### config.mk
export PLATFORM = sky130hd
export DESIGN_NAME = rr_arb_one_hot_flat
export DESIGN_NICKNAME = d
export VERILOG_FILES = /design/src/rtl/arb_pkg.sv /design/src/rtl/rr_arb_one_hot_if.sv /design/src/rtl/rr_pick.sv /design/src/rtl/rr_arb_one_hot.sv /design/src/flat_wrapper.sv
export SDC_FILE = /design/constraint.sdc
export NUM_CORES = 1
export LEC_CHECK = 0
export BUFFER_PORTS_ARGS = -buffer_cell sky130_fd_sc_hd__clkbuf_2
export CORE_MARGIN = 2
export CORE_UTILIZATION = 44
export DETAILED_ROUTE_END_ITERATION = 12
export MAX_ROUTING_LAYER = met4
export PLACE_DENSITY_LB_ADDON = 0.2
export SLEW_MARGIN = 10
export SYNTH_ARGS = -nofsm -noshare
export SYNTH_HDL_FRONTEND = slang
export SYNTH_HIERARCHICAL = 1
export SYNTH_SLANG_ARGS = --single-unit
### constraint.sdc
create_clock -name clk -period 2.8 [get_ports clk]
set_input_delay 0.14 -clock clk [delete_from_list [all_inputs] [get_ports clk]]
set_output_delay 0.14 -clock clk [all_outputs]
set_load 0.02 [all_outputs]
### src/rtl/arb_pkg.sv
// Shared types and helpers for the one-hot round-robin arbiter.
// Holds the FSM state encoding and the index-width helper used by the top and the interface.
package arb_pkg;

  typedef enum logic {
    IDLE = 1'b0,
    BUSY = 1'b1
  } state_t;

  // Width of a binary requester index; never below one bit.
  function automatic int idx_w(input int n);
    return (n > 1) ? $clog2(n) : 1;
  endfunction

endpackage

### src/rtl/rr_arb_one_hot_if.sv
// Request/grant bundle between requesters and the one-hot round-robin arbiter.
// master drives req/done; slave (the arbiter) returns the registered grant outputs.
interface rr_arb_one_hot_if
  import arb_pkg::*;
#(
  parameter int IN_NUM = 4
);

  logic [IN_NUM-1:0]         req;
  logic                      done;
  logic [IN_NUM-1:0]         gnt;
  logic                      gnt_vld;
  logic [idx_w(IN_NUM)-1:0]  gnt_idx;
  logic                      timeout;

  modport master (
    output req, done,
    input  gnt, gnt_vld, gnt_idx, timeout
  );

  modport slave (
    input  req, done,
    output gnt, gnt_vld, gnt_idx, timeout
  );

endinterface

### src/rtl/rr_pick.sv
// Purpose: combinational round-robin pick, first set mask bit at ptr, ptr+1, ... modulo IN_NUM.
// Latency: none (pure combinational). Backpressure: none; found=0 when mask is empty.
module rr_pick
  import arb_pkg::*;
#(
  parameter int IN_NUM = 4,
  parameter int IDX_W  = idx_w(IN_NUM)
) (
  input  logic [IN_NUM-1:0] mask,
  input  logic [IDX_W-1:0]  ptr,
  output logic [IDX_W-1:0]  idx,
  output logic              found
);

  localparam int SW = IDX_W + 1;

  logic [IN_NUM-1:0] rot;
  logic [SW-1:0]     sum;

  // Bit i of rot is mask[(ptr + i) mod IN_NUM]; doubling the mask makes the wrap free.
  assign rot = IN_NUM'({mask, mask} >> ptr);

  always_comb begin
    found = 1'b0;
    idx   = '0;
    sum   = '0;
    for (int i = 0; i < IN_NUM; i++) begin
      if (!found && rot[i]) begin
        found = 1'b1;
        sum   = {1'b0, ptr} + SW'(i);
        if (sum >= SW'(IN_NUM)) begin
          sum = sum - SW'(IN_NUM);
        end
        idx = sum[IDX_W-1:0];
      end
    end
  end

endmodule

### src/rtl/rr_arb_one_hot.sv
// Purpose: round-robin arbiter with registered one-hot grant held until done/drop (optional hold timeout via RR_ARB_TIMEOUT_EN).
// Latency: 1 cycle req->gnt; back-to-back regrant on release with no idle bubble.
// Backpressure: owner holds grant until done, dropping its req, or (with RR_ARB_TIMEOUT_EN) MAX_HOLD-1 busy cycles.
module rr_arb_one_hot
  import arb_pkg::*;
#(
  parameter int IN_NUM   = 4,
  parameter int MAX_HOLD = 16
) (
  input  logic             clk,
  input  logic             rst_n,
  rr_arb_one_hot_if.slave  bus
);

  localparam int IDX_W = idx_w(IN_NUM);
  localparam logic [IN_NUM-1:0] ONE = IN_NUM'(1);

  if (IN_NUM < 2 || IN_NUM > 32) begin : g_bad_in_num
    $error("rr_arb_one_hot: IN_NUM must be 2..32");
  end
  if (MAX_HOLD < 2 || MAX_HOLD > 65535) begin : g_bad_max_hold
    $error("rr_arb_one_hot: MAX_HOLD must be 2..65535");
  end

  state_t            state_q, state_d;
  logic [IN_NUM-1:0] gnt_q, gnt_d;
  logic [IDX_W-1:0]  idx_q, idx_d;
  logic [IDX_W-1:0]  ptr_q, ptr_d;
  logic              vld_q, vld_d;

  logic [IN_NUM-1:0] mask;
  logic [IDX_W-1:0]  win_idx;
  logic              win_found;
  logic              owner_req;
  logic              hold_hit;
  logic              release_ev;
  logic              arbitrate;

  assign owner_req  = bus.req[idx_q];
  assign release_ev = (state_q == BUSY) && (bus.done || !owner_req || hold_hit);
  assign arbitrate  = (state_q == IDLE) || release_ev;
  // The releasing owner must not win its own re-arbitration.
  assign mask       = (state_q == BUSY) ? (bus.req & ~gnt_q) : bus.req;

  rr_pick #(
    .IN_NUM (IN_NUM),
    .IDX_W  (IDX_W)
  ) u_pick (
    .mask   (mask),
    .ptr    (ptr_q),
    .idx    (win_idx),
    .found  (win_found)
  );

  always_comb begin
    state_d = state_q;
    gnt_d   = gnt_q;
    idx_d   = idx_q;
    vld_d   = vld_q;
    ptr_d   = ptr_q;
    if (arbitrate) begin
      if (win_found) begin
        state_d = BUSY;
        gnt_d   = ONE << win_idx;
        idx_d   = win_idx;
        vld_d   = 1'b1;
        ptr_d   = (win_idx == IDX_W'(IN_NUM - 1)) ? '0 : win_idx + 1'b1;
      end else begin
        state_d = IDLE;
        gnt_d   = '0;
        idx_d   = '0;
        vld_d   = 1'b0;
      end
    end
  end

  always_ff @(posedge clk or negedge rst_n) begin
    if (!rst_n) begin
      state_q <= IDLE;
      gnt_q   <= '0;
      idx_q   <= '0;
      vld_q   <= 1'b0;
      ptr_q   <= '0;
    end else begin
      state_q <= state_d;
      gnt_q   <= gnt_d;
      idx_q   <= idx_d;
      vld_q   <= vld_d;
      ptr_q   <= ptr_d;
    end
  end

`ifdef RR_ARB_TIMEOUT_EN
  logic [15:0] hold_q, hold_d;
  logic        timeout_q, timeout_d;

  assign hold_hit = (state_q == BUSY) && (hold_q == 16'(MAX_HOLD - 1));

  always_comb begin
    timeout_d = hold_hit && !bus.done && owner_req;
    hold_d    = '0;
    if (state_q == BUSY && !release_ev) begin
      hold_d = hold_q + 16'd1;
    end
  end

  always_ff @(posedge clk or negedge rst_n) begin
    if (!rst_n) begin
      hold_q    <= '0;
      timeout_q <= 1'b0;
    end else begin
      hold_q    <= hold_d;
      timeout_q <= timeout_d;
    end
  end

  assign bus.timeout = timeout_q;
`else
  assign hold_hit    = 1'b0;
  assign bus.timeout = 1'b0;
`endif

  assign bus.gnt     = gnt_q;
  assign bus.gnt_vld = vld_q;
  assign bus.gnt_idx = idx_q;

endmodule

### src/flat_wrapper.sv
// flat-port wrapper written by rule: the top's interface ports become plain ports
module rr_arb_one_hot_flat import arb_pkg::*;
#(
  parameter int IN_NUM   = 4,
  parameter int MAX_HOLD = 16
)
  (clk, rst_n, bus_req, bus_done, bus_gnt, bus_gnt_vld, bus_gnt_idx, bus_timeout);
  rr_arb_one_hot_if #(.IN_NUM(IN_NUM)) bus_i ();
  input  logic clk;
  input  logic rst_n;
  input wire logic [$bits(bus_i.req)-1:0] bus_req;
  input wire logic [$bits(bus_i.done)-1:0] bus_done;
  output wire logic [$bits(bus_i.gnt)-1:0] bus_gnt;
  output wire logic [$bits(bus_i.gnt_vld)-1:0] bus_gnt_vld;
  output wire logic [$bits(bus_i.gnt_idx)-1:0] bus_gnt_idx;
  output wire logic [$bits(bus_i.timeout)-1:0] bus_timeout;
  assign bus_i.req = bus_req;
  assign bus_i.done = bus_done;
  assign bus_gnt = bus_i.gnt;
  assign bus_gnt_vld = bus_i.gnt_vld;
  assign bus_gnt_idx = bus_i.gnt_idx;
  assign bus_timeout = bus_i.timeout;
  rr_arb_one_hot #(.IN_NUM(IN_NUM), .MAX_HOLD(MAX_HOLD)) u_core (.clk(clk), .rst_n(rst_n), .bus(bus_i));
endmodule
Word-level counts from Yosys, hierarchy flattened
Index checks and enable logic that the tools add are counted.

Reductions and logical operators: 11. Multiplexer cells: 19. Add/sub/neg operators: 8. Bitwise operators: 3. Equality and inequality tests: 1. Magnitude comparators: 5. Shift operators: 2.

Operators with widths (count): 2-bit two-way mux (10); 3-bit greater-or-equal comparator, second input constant (3); 4-bit two-way mux (2); 8-bit by 2-bit right shift with 4-bit output (1); 2-bit by 1-bit subtractor with 2-bit output, second input constant (4); 2-bit by 2-bit adder with 3-bit output, second input constant (2); 1-bit two-way mux (6); 4-bit bitwise AND (1); 1-bit logical AND (4); 1-bit logical NOT (4); 4-bit NOT (1); 1-bit by 2-bit left shift with 4-bit output, first input constant (1); 2-bit by 1-bit adder with 3-bit output, second input constant (1); 2-bit by 3-bit greater-or-equal comparator with 1-bit output, second input constant (1); 2-bit by 3-bit less-than comparator with 1-bit output, second input constant (1); 2-bit by 1-bit adder with 2-bit output, second input constant (1); 1-bit binary-select mux with 2-bit select (1); 2-bit == test, second input constant (1); 1-bit logical OR (2); 2-bit AND reduction (1); 1-bit NOT (1).

Flip-flop bits (word level): 9. Logic and storage cells: 53. Bits of input ports: 7.

Longest topological paths before layout
Gate-level depths: netlist of the first run.

Depth after elaboration: 16. Depth in mapped cells: 8. Gate-level depth less buffers: 8.

By module
Netlist of the first run, hierarchy kept.

By module, submodules not included: rr_arb_one_hot (cells an instance 48, times used 1, sequential area each 225.2 um2, area an instance 546.8 um2); rr_pick (cells an instance 12, times used 1, sequential area each 0.0 um2, area an instance 73.8 um2).

Worst setup path after synthesis of the first run
No wires, ideal clock.

Path type: register -> register. From: reg u_core.state_q. To: reg u_core.ptr_q[1]. Setup slack: 615 ps. Arrival: 2057 ps. Library setup time: 128 ps. Data required time: 2672 ps. Stages on the path, launching flop included: 8. Cells stage by stage: dfrtp_1 -> a21boi_0 -> mux2i_1 -> nor2_1 -> a311oi_1 -> inv_1 -> ha_1 -> mux2_1.

Cells in the longest elaborated chain, start to end: 14. Elaborated cells on any way between the ends: 23.

RTL lines: start, declared (RTL line rr_arb_one_hot.sv:25) `state_t state_q, state_d;`; start signal, assigned (RTL line rr_arb_one_hot.sv:85) `state_q <= state_d;`; 4-bit two-way mux (*) (RTL line rr_arb_one_hot.sv:43) `assign mask = (state_q == BUSY) ? (bus.req & ~gnt_q) : bus.req;`; net u_core.mask[0] (RTL line rr_arb_one_hot.sv:31) `logic [IN_NUM-1:0] mask;`; 8-bit by 2-bit right shift with 4-bit output (*) (RTL line rr_pick.sv:21) `assign rot = IN_NUM'({mask, mask} >> ptr);`; 1-bit two-way mux (RTL line rr_pick.sv:28) `if (!found && rot[i]) begin`; 1-bit logical NOT (RTL line rr_pick.sv:28); 1-bit logical AND (RTL line rr_pick.sv:28); 1-bit two-way mux (RTL line rr_pick.sv:28); 1-bit logical NOT (RTL line rr_pick.sv:28); 1-bit logical AND (RTL line rr_pick.sv:28); 1-bit two-way mux (RTL line rr_pick.sv:28); 1-bit logical NOT (RTL line rr_pick.sv:28); 1-bit logical AND (RTL line rr_pick.sv:28); 2-bit two-way mux (*) (RTL line rr_pick.sv:28); net u_core.win_idx[0] (RTL line rr_arb_one_hot.sv:32) `logic [IDX_W-1:0] win_idx;`; 2-bit by 1-bit adder with 2-bit output or 2-bit == test (tied branches) (RTL line rr_arb_one_hot.sv:67) `ptr_d = (win_idx == IDX_W'(IN_NUM - 1)) ? '0 : win_idx + 1'b1;`; 2-bit two-way mux (*) (RTL line rr_arb_one_hot.sv:67); end signal, assigned (RTL line rr_arb_one_hot.sv:89) `ptr_q <= ptr_d;`; end, declared (RTL line rr_arb_one_hot.sv:28) `logic [IDX_W-1:0] ptr_q, ptr_d;`.

The timed path passes the listed nets; every way through them passes the cells marked *. A chain may end at the register's enable or synchronous reset.

Worst setup path in the final report of the first run
Same ends and word-level chain as after synthesis.

==> results of run 1 <==
==> sequential cells by signal, summed over array words and instances (netlist names) <==
signal              count
u_core/bus.gnt          4
u_core/bus.gnt_idx      2
u_core/ptr_q            2
u_core/state_q          1
==> layer usage <==
layer / vias to the layer above / wire length (µm)
li1: 243 / -
met1: 237 / 546
met2: 14 / 648
met3: 0 / 77
met4: 0 / 0
met5: - / 0
==> power breakdown <==
group / switching, µW / internal [µW] / leakage (µW)
combinational: 232 / 178 / 0.000223
clock: 49.1 / 52.7 / 0.0000177
sequential: 58.3 / 186 / 0.000110
total: 340 / 417 / 0.000350
==> placed cells by master, fill, tap and decap left out <==
cell type	Yosys	routed
clkbuf_2	0	13
inv_1	9	9
dfrtp_1	9	9
mux2i_1	6	6
nand2_1	5	5
a21boi_0	4	4
ha_1	4	4
clkbuf_4	0	3
a21oi_1	3	3
o21ai_0	2	2
mux2_1	2	2
nor2_1	2	2
clkinv_2	0	1
dlygate4sd3_1	0	1
mux2i_2	1	1
nand3b_1	1	1
mux2i_4	1	1
or3b_4	1	1
o22ai_4	1	1
or2_2	1	1
o211ai_1	1	1
o221ai_2	1	1
conb_1	1	1
nand2b_1	1	1
a311oi_1	1	1
or4_1	1	1
o2bb2a_1	1	1
==> final cells by class <==
cell class | count | area share
Tap cell | 15 | 0.0256
Multi-Input combinational cell | 41 | 0.482
Sequential cell | 9 | 0.307
Timing Repair Buffer | 14 | 0.102
Clock buffer | 3 | 0.0307
Inverter | 9 | 0.0460
Clock inverter | 1 | 0.00681
==> through the flow <==
step           hold slack [ns]  setup slack [ns]
2_1_floorplan           -0.156             0.615
3_3_place_gp            0.0122             0.605
3_5_place_dp            0.0147             0.533
4_1_cts                  0.261             0.502
5_1_grt                  0.271             0.263
6_report                 0.260             0.487
==> worst register-to-register path: stages, from the launching register on <==
cell      delay (ns)
dfrtp_1         0.44
a21boi_0        0.35
inv_1           0.10
a311oi_1        0.58
inv_1           0.14
ha_1            0.31
mux2_1          0.27
==> cells by family after synthesis <==
kind of cell	count (synthesis)	synth area share
buf+inv	10	0.0665
compound gates	14	0.187
mux	10	0.192
flops	9	0.363
fa+ha+maj	4	0.0806
simple gates	12	0.105
other cells	1	0.00604
==> repair_timing <==
| action | CTS | global route |
|---|---|---|
| hold buffers | 1 | 0 |
| setup buffers | 0 | 0 |
| resized for setup | 0 | 0 |
| endpoints found under the hold margin | 9 | 0 |
==> final timing paths <==
check | startpoint | to | slack, ns | depth (start not counted)
worst max-delay path | u_core/state_q | u_core/ptr_q[1] | 0.49 | 6
worst min-delay path | rst_n | u_core/state_q | 0.26 | 2
worst max register to register | u_core/state_q | u_core/ptr_q[1] | 0.49 | 6
worst min register to register | u_core/ptr_q[0] | u_core/ptr_q[0] | 0.53 | 1
max in group asynchronous | rst_n | u_core/bus.gnt_idx[1] | 2.33 | 2
min in group clk | bus_done | u_core/bus.gnt_idx[1] | 0.29 | 4
==> out/qor.txt, run 1 <==
status: finished, final reports clean
Worst-Skew Late Latency: 0.27 ns
Crit path largest cell delay: 0.58 ns
row count: 13
DP Wirelength: 982 µm
clk sinks: 9
share of the synthesized area in the top cell type: 0.363
TNS Setup: 0 ns
post-synthesis net count: 71
fin. max-slew vios: 0
largest net degree at the start of global routing: 10
critical path arrival: 2.47 ns
class of the worst hold path: in2async
vias per cell: 5.37
met2 usage: 0.300
Synth Cell Area: 621 µm²
syn avg cell area: 10.3 µm²
Synth cell types: 24
CP cell instances: a21boi_0 -> inv_1 -> a311oi_1 -> inv_1 -> ha_1 -> mux2_1
placed cells: 87
clk buf depth: 2
Post-layout nets: 89
critical path's top delay family: compound AO/OA/AOI/OAI gates
ys async rst share: 1.00
Post-synth top cells: dfrtp_1, inv_1, mux2i_1
cell leakage power: 0.000350 µW
grt met3 use: 0.0652
fillers: 129
Die Ht: 41.6 µm
GRT busiest layer: met2
antenna violations before repair: 0
via count: 494
crit path time final: 2.31 ns
GP Congestion: 0.793
die area: 0.00173 mm²
Tot Pwr: 756 µW
top cells by area, synth: dfrtp_1, mux2i_1, ha_1
num ports: 15
CP Capture Type: register
Top cell by count, worst path: inv_1
n_diodes: 0
first-pass GRT wire length: 2300 µm
Final Util: 0.564
Max Fanout on Critical Path: 7
Layout area overhead: 18.3%
Die W: 41.6 µm
Max Freq: 432 MHz
GRT met1 Usage: 0.210
share of cells above drive strength 1: 0.299
Worst Path Required: 2.96 ns
Max-Cap Viols: 0
area of the multi-input gates: 354 µm²
CP Launch Type: register
final std cells w/o fill: 92
Crit Path Class: reg2reg
Synth Flop Type: dfrtp_1
placed cell area: 697 µm²
Max IR drop VDD: 0.521 mV
Congestion Overflow GR: 0
EDFF count, synth: 0
sequential cell area: 225 µm²
Avg WL per Cell: 13.8 µm
Design Area, Final: 734 µm²
final period utilization: 0.826
routed wire length: 1270 µm
TritonRoute pass-1 iters: 4
antenna-violating nets left: 0
CTS Root Cell: clkbuf_4
final clock skew: 0.0109 ns
RSZ-0062 raised after global routing: no
Synth Instances: 60
clock buffer count from CTS: 3
Final Setup Violations: 0
YS warnings: 6
DRC Markers: 0
WP buf/inv: 2
CTS tree: built
Final Hold Fails: 0
IO buf count: 13
GR Util All Layers: 0.184
vias in the first global route: 514
core area: 0.00130 mm²
Starting Density: 0.477
area leader, netlist: dfrtp_1
CTS H-tree depth: 1
Crit-path slowest cell: a311oi_1
Tightest Pin Transition: 0.605 ns
PwrDens: 1030 mW/mm²
sequential area share after synthesis: 0.363
drt initial violations: 2
max_slew headroom: 0.594
#FFs+latches synth: 9
Reg clk slew, reported paths: 0.07 ns
Note: power is estimated with default switching activity, not from simulation.
==> run 2, diff against run 1 <==
==> constraint.sdc (replaced) <==
create_clock -name clk -period 2.15 [get_ports clk]
set_input_delay 0.1075 -clock clk [delete_from_list [all_inputs] [get_ports clk]]
set_output_delay 0.1075 -clock clk [all_outputs]
set_load 0.02 [all_outputs]
==> run 2 against run 1 <==
Effect of this change: cell area rose by 5.5%; critical path depth increased by 1; largest power group unchanged; fmax is 18% higher; cell count grew 4.3%; critical endpoint unchanged; sequential power grew 32%; global-route usage decreased by 1.2 points; clock skew decreased by 0.0034 ns.
==> out/qor.txt, run 2 (synthesized netlist as in run 1, its figures left out) <==
status: finished, final reports clean (unchanged)
Max Freq: 509 MHz (was 432 MHz)
Final Hold Fails: 0 (unchanged)
final period utilization: 0.913 (was 0.826)
Max IR drop VDD: 0.659 mV (was 0.521 mV)
Die Ht: 41.6 µm (unchanged)
final std cells w/o fill: 96 (was 92)
antenna violations before repair: 0 (unchanged)
vias per cell: 5.40 (was 5.37)
commonest non-fill, non-tap cells in the layout: clkbuf_2, inv_1, dfrtp_1 (unchanged)
Hold WS: 0.235 ns (was 0.260 ns)
drt initial violations: 17 (was 2)
Die W: 41.6 µm (unchanged)
worst r2r src: u_core/state_q (unchanged)
n_diodes: 0 (unchanged)
TritonRoute pass-1 iters: 4 (unchanged)
placed cell area: 726 µm² (was 697 µm²)
Worst-Skew Late Latency: 0.26 ns (was 0.27 ns)
CTS H-tree depth: 1 (unchanged)
Post-layout nets: 93 (was 89)
clk buf depth: 2 (unchanged)
placed cells: 90 (was 87)
cell leakage power: 0.000373 µW (was 0.000350 µW)
share of cells above drive strength 1: 0.358 (was 0.299)
Largest register FFs: 4 (unchanged)
DP Wirelength: 1030 µm (was 982 µm)
first-pass GRT wire length: 2160 µm (was 2300 µm)
routed wire length: 1270 µm (about the same)
final clock skew: 0.00745 ns (was 0.0109 ns)
clk sinks: 9 (unchanged)
Design Area, Final: 774 µm² (was 734 µm²)
Max Fanout on Critical Path: 7 (unchanged)
num ports: 15 (unchanged)
CTS tree: built (unchanged)
crit path time final: 1.96 ns (was 2.31 ns)
Layout area overhead: 24.8% (was 18.3%)
class of the worst hold path: in2async (unchanged)
commonest non-fill, non-tap cell in the layout: clkbuf_2 (unchanged)
critical path arrival: 2.12 ns (was 2.47 ns)
TNS Setup: 0 ns (unchanged)
PwrDens: 1360 mW/mm² (was 1030 mW/mm²)
CP Capture Type: register (unchanged)
CP Launch Point: u_core/state_q (unchanged)
via count: 518 (was 494)
Starting Density: 0.477 (unchanged)
antenna-violating nets left: 0 (unchanged)
CTS Root Cell: clkbuf_4 (unchanged)
vias in the first global route: 499 (was 514)
die area: 0.00173 mm² (unchanged)
Congestion Overflow GR: 0 (unchanged)
Worst Path Required: 2.30 ns (was 2.96 ns)
Reg clk slew, reported paths: 0.07 ns (about the same)
CP Launch Type: register (unchanged)
GR Util All Layers: 0.172 (was 0.184)
Crit Path Class: reg2reg (unchanged)
DRC Markers: 0 (unchanged)
Tot Pwr: 1050 µW (was 756 µW)
IO buf count: 13 (unchanged)
GP Congestion: 0.789 (was 0.793)
largest net degree at the start of global routing: 10 (unchanged)
clock buffer count from CTS: 3 (unchanged)
core area: 0.00130 mm² (unchanged)
fin. max-slew vios: 0 (unchanged)
fillers: 119 (was 129)
RSZ-0062 raised after global routing: no (unchanged)
Final Setup Violations: 0 (unchanged)
Avg WL per Cell: 13.2 µm (was 13.8 µm)
row count: 13 (unchanged)
Max-Cap Viols: 0 (unchanged)
-- run 2: path summary, 6_finish.rpt --
path,cells after the start,to,slack [ns]
worst min-delay path,2,u_core/bus.gnt_idx[0],0.24
min in group clk,3,u_core/bus.gnt_idx[1],0.25
worst min register to register,1,u_core/ptr_q[0],0.53
worst max register to register,7,u_core/ptr_q[1],0.19
worst max-delay path,7,u_core/ptr_q[1],0.19
max in group asynchronous,2,u_core/bus.gnt[2],1.71
-- run 2: metal layers --
metal	part of all wire	global-route usage	vias up	wire [µm]
met5	0	-	-	0
met4	0	0.0194	0	0
met3	0.088	0.0826	0	112
met2	0.51	0.291	27	654
met1	0.40	0.190	243	504
li1	-	-	248	-
-- run 2: final cells by class --
type	instances	area, µm²	area share
repair buffers	18	105	0.136
flip-flops and latches	9	225	0.291
well taps	15	18.8	0.0242
clock buffers	3	22.5	0.0291
multi-input cells	41	364	0.470
clock inverters	1	5.00	0.00646
inverters	9	33.8	0.0436
-- run 2: critical path, stage by stage, from the launching register on --
cell and delay (ns):
dfrtp_1 0.46, a21boi_1 0.28, a21oi_1 0.10, a311oi_2 0.24
buf_4 0.17, inv_1 0.06, ha_1 0.27, mux2_1 0.27
-- run 2: power by group --
part | internal, µW | switching [µW] | total (µW)
Clock | 68.7 | 63.0 | 132
Combinational | 281 | 317 | 598
Sequential | 242 | 80.9 | 323
-- run 2: repair_timing --
| item | 4_1_cts | 5_1_grt |
|---|---|---|
| resized for setup | 0 | 5 |
| buffers inserted | 0 | 1 |
| hold buffers | 1 | 0 |
| setup endpoints to repair | 0 | 7 |
| endpoints found under the hold margin | 9 | 0 |
-- run 2: per-stage QoR --
| stage | utilization | setup WS (ns) |
|---|---|---|
| 2_1_floorplan | - | 0.0678 |
| 3_3_place_gp | 0.558 | 0.0230 |
| 3_5_place_dp | 0.558 | 0.00923 |
| 4_1_cts | 0.587 | 0.000921 |
| 5_1_grt | 0.595 | 0.0337 |
| 6_report | 0.595 | 0.187 |
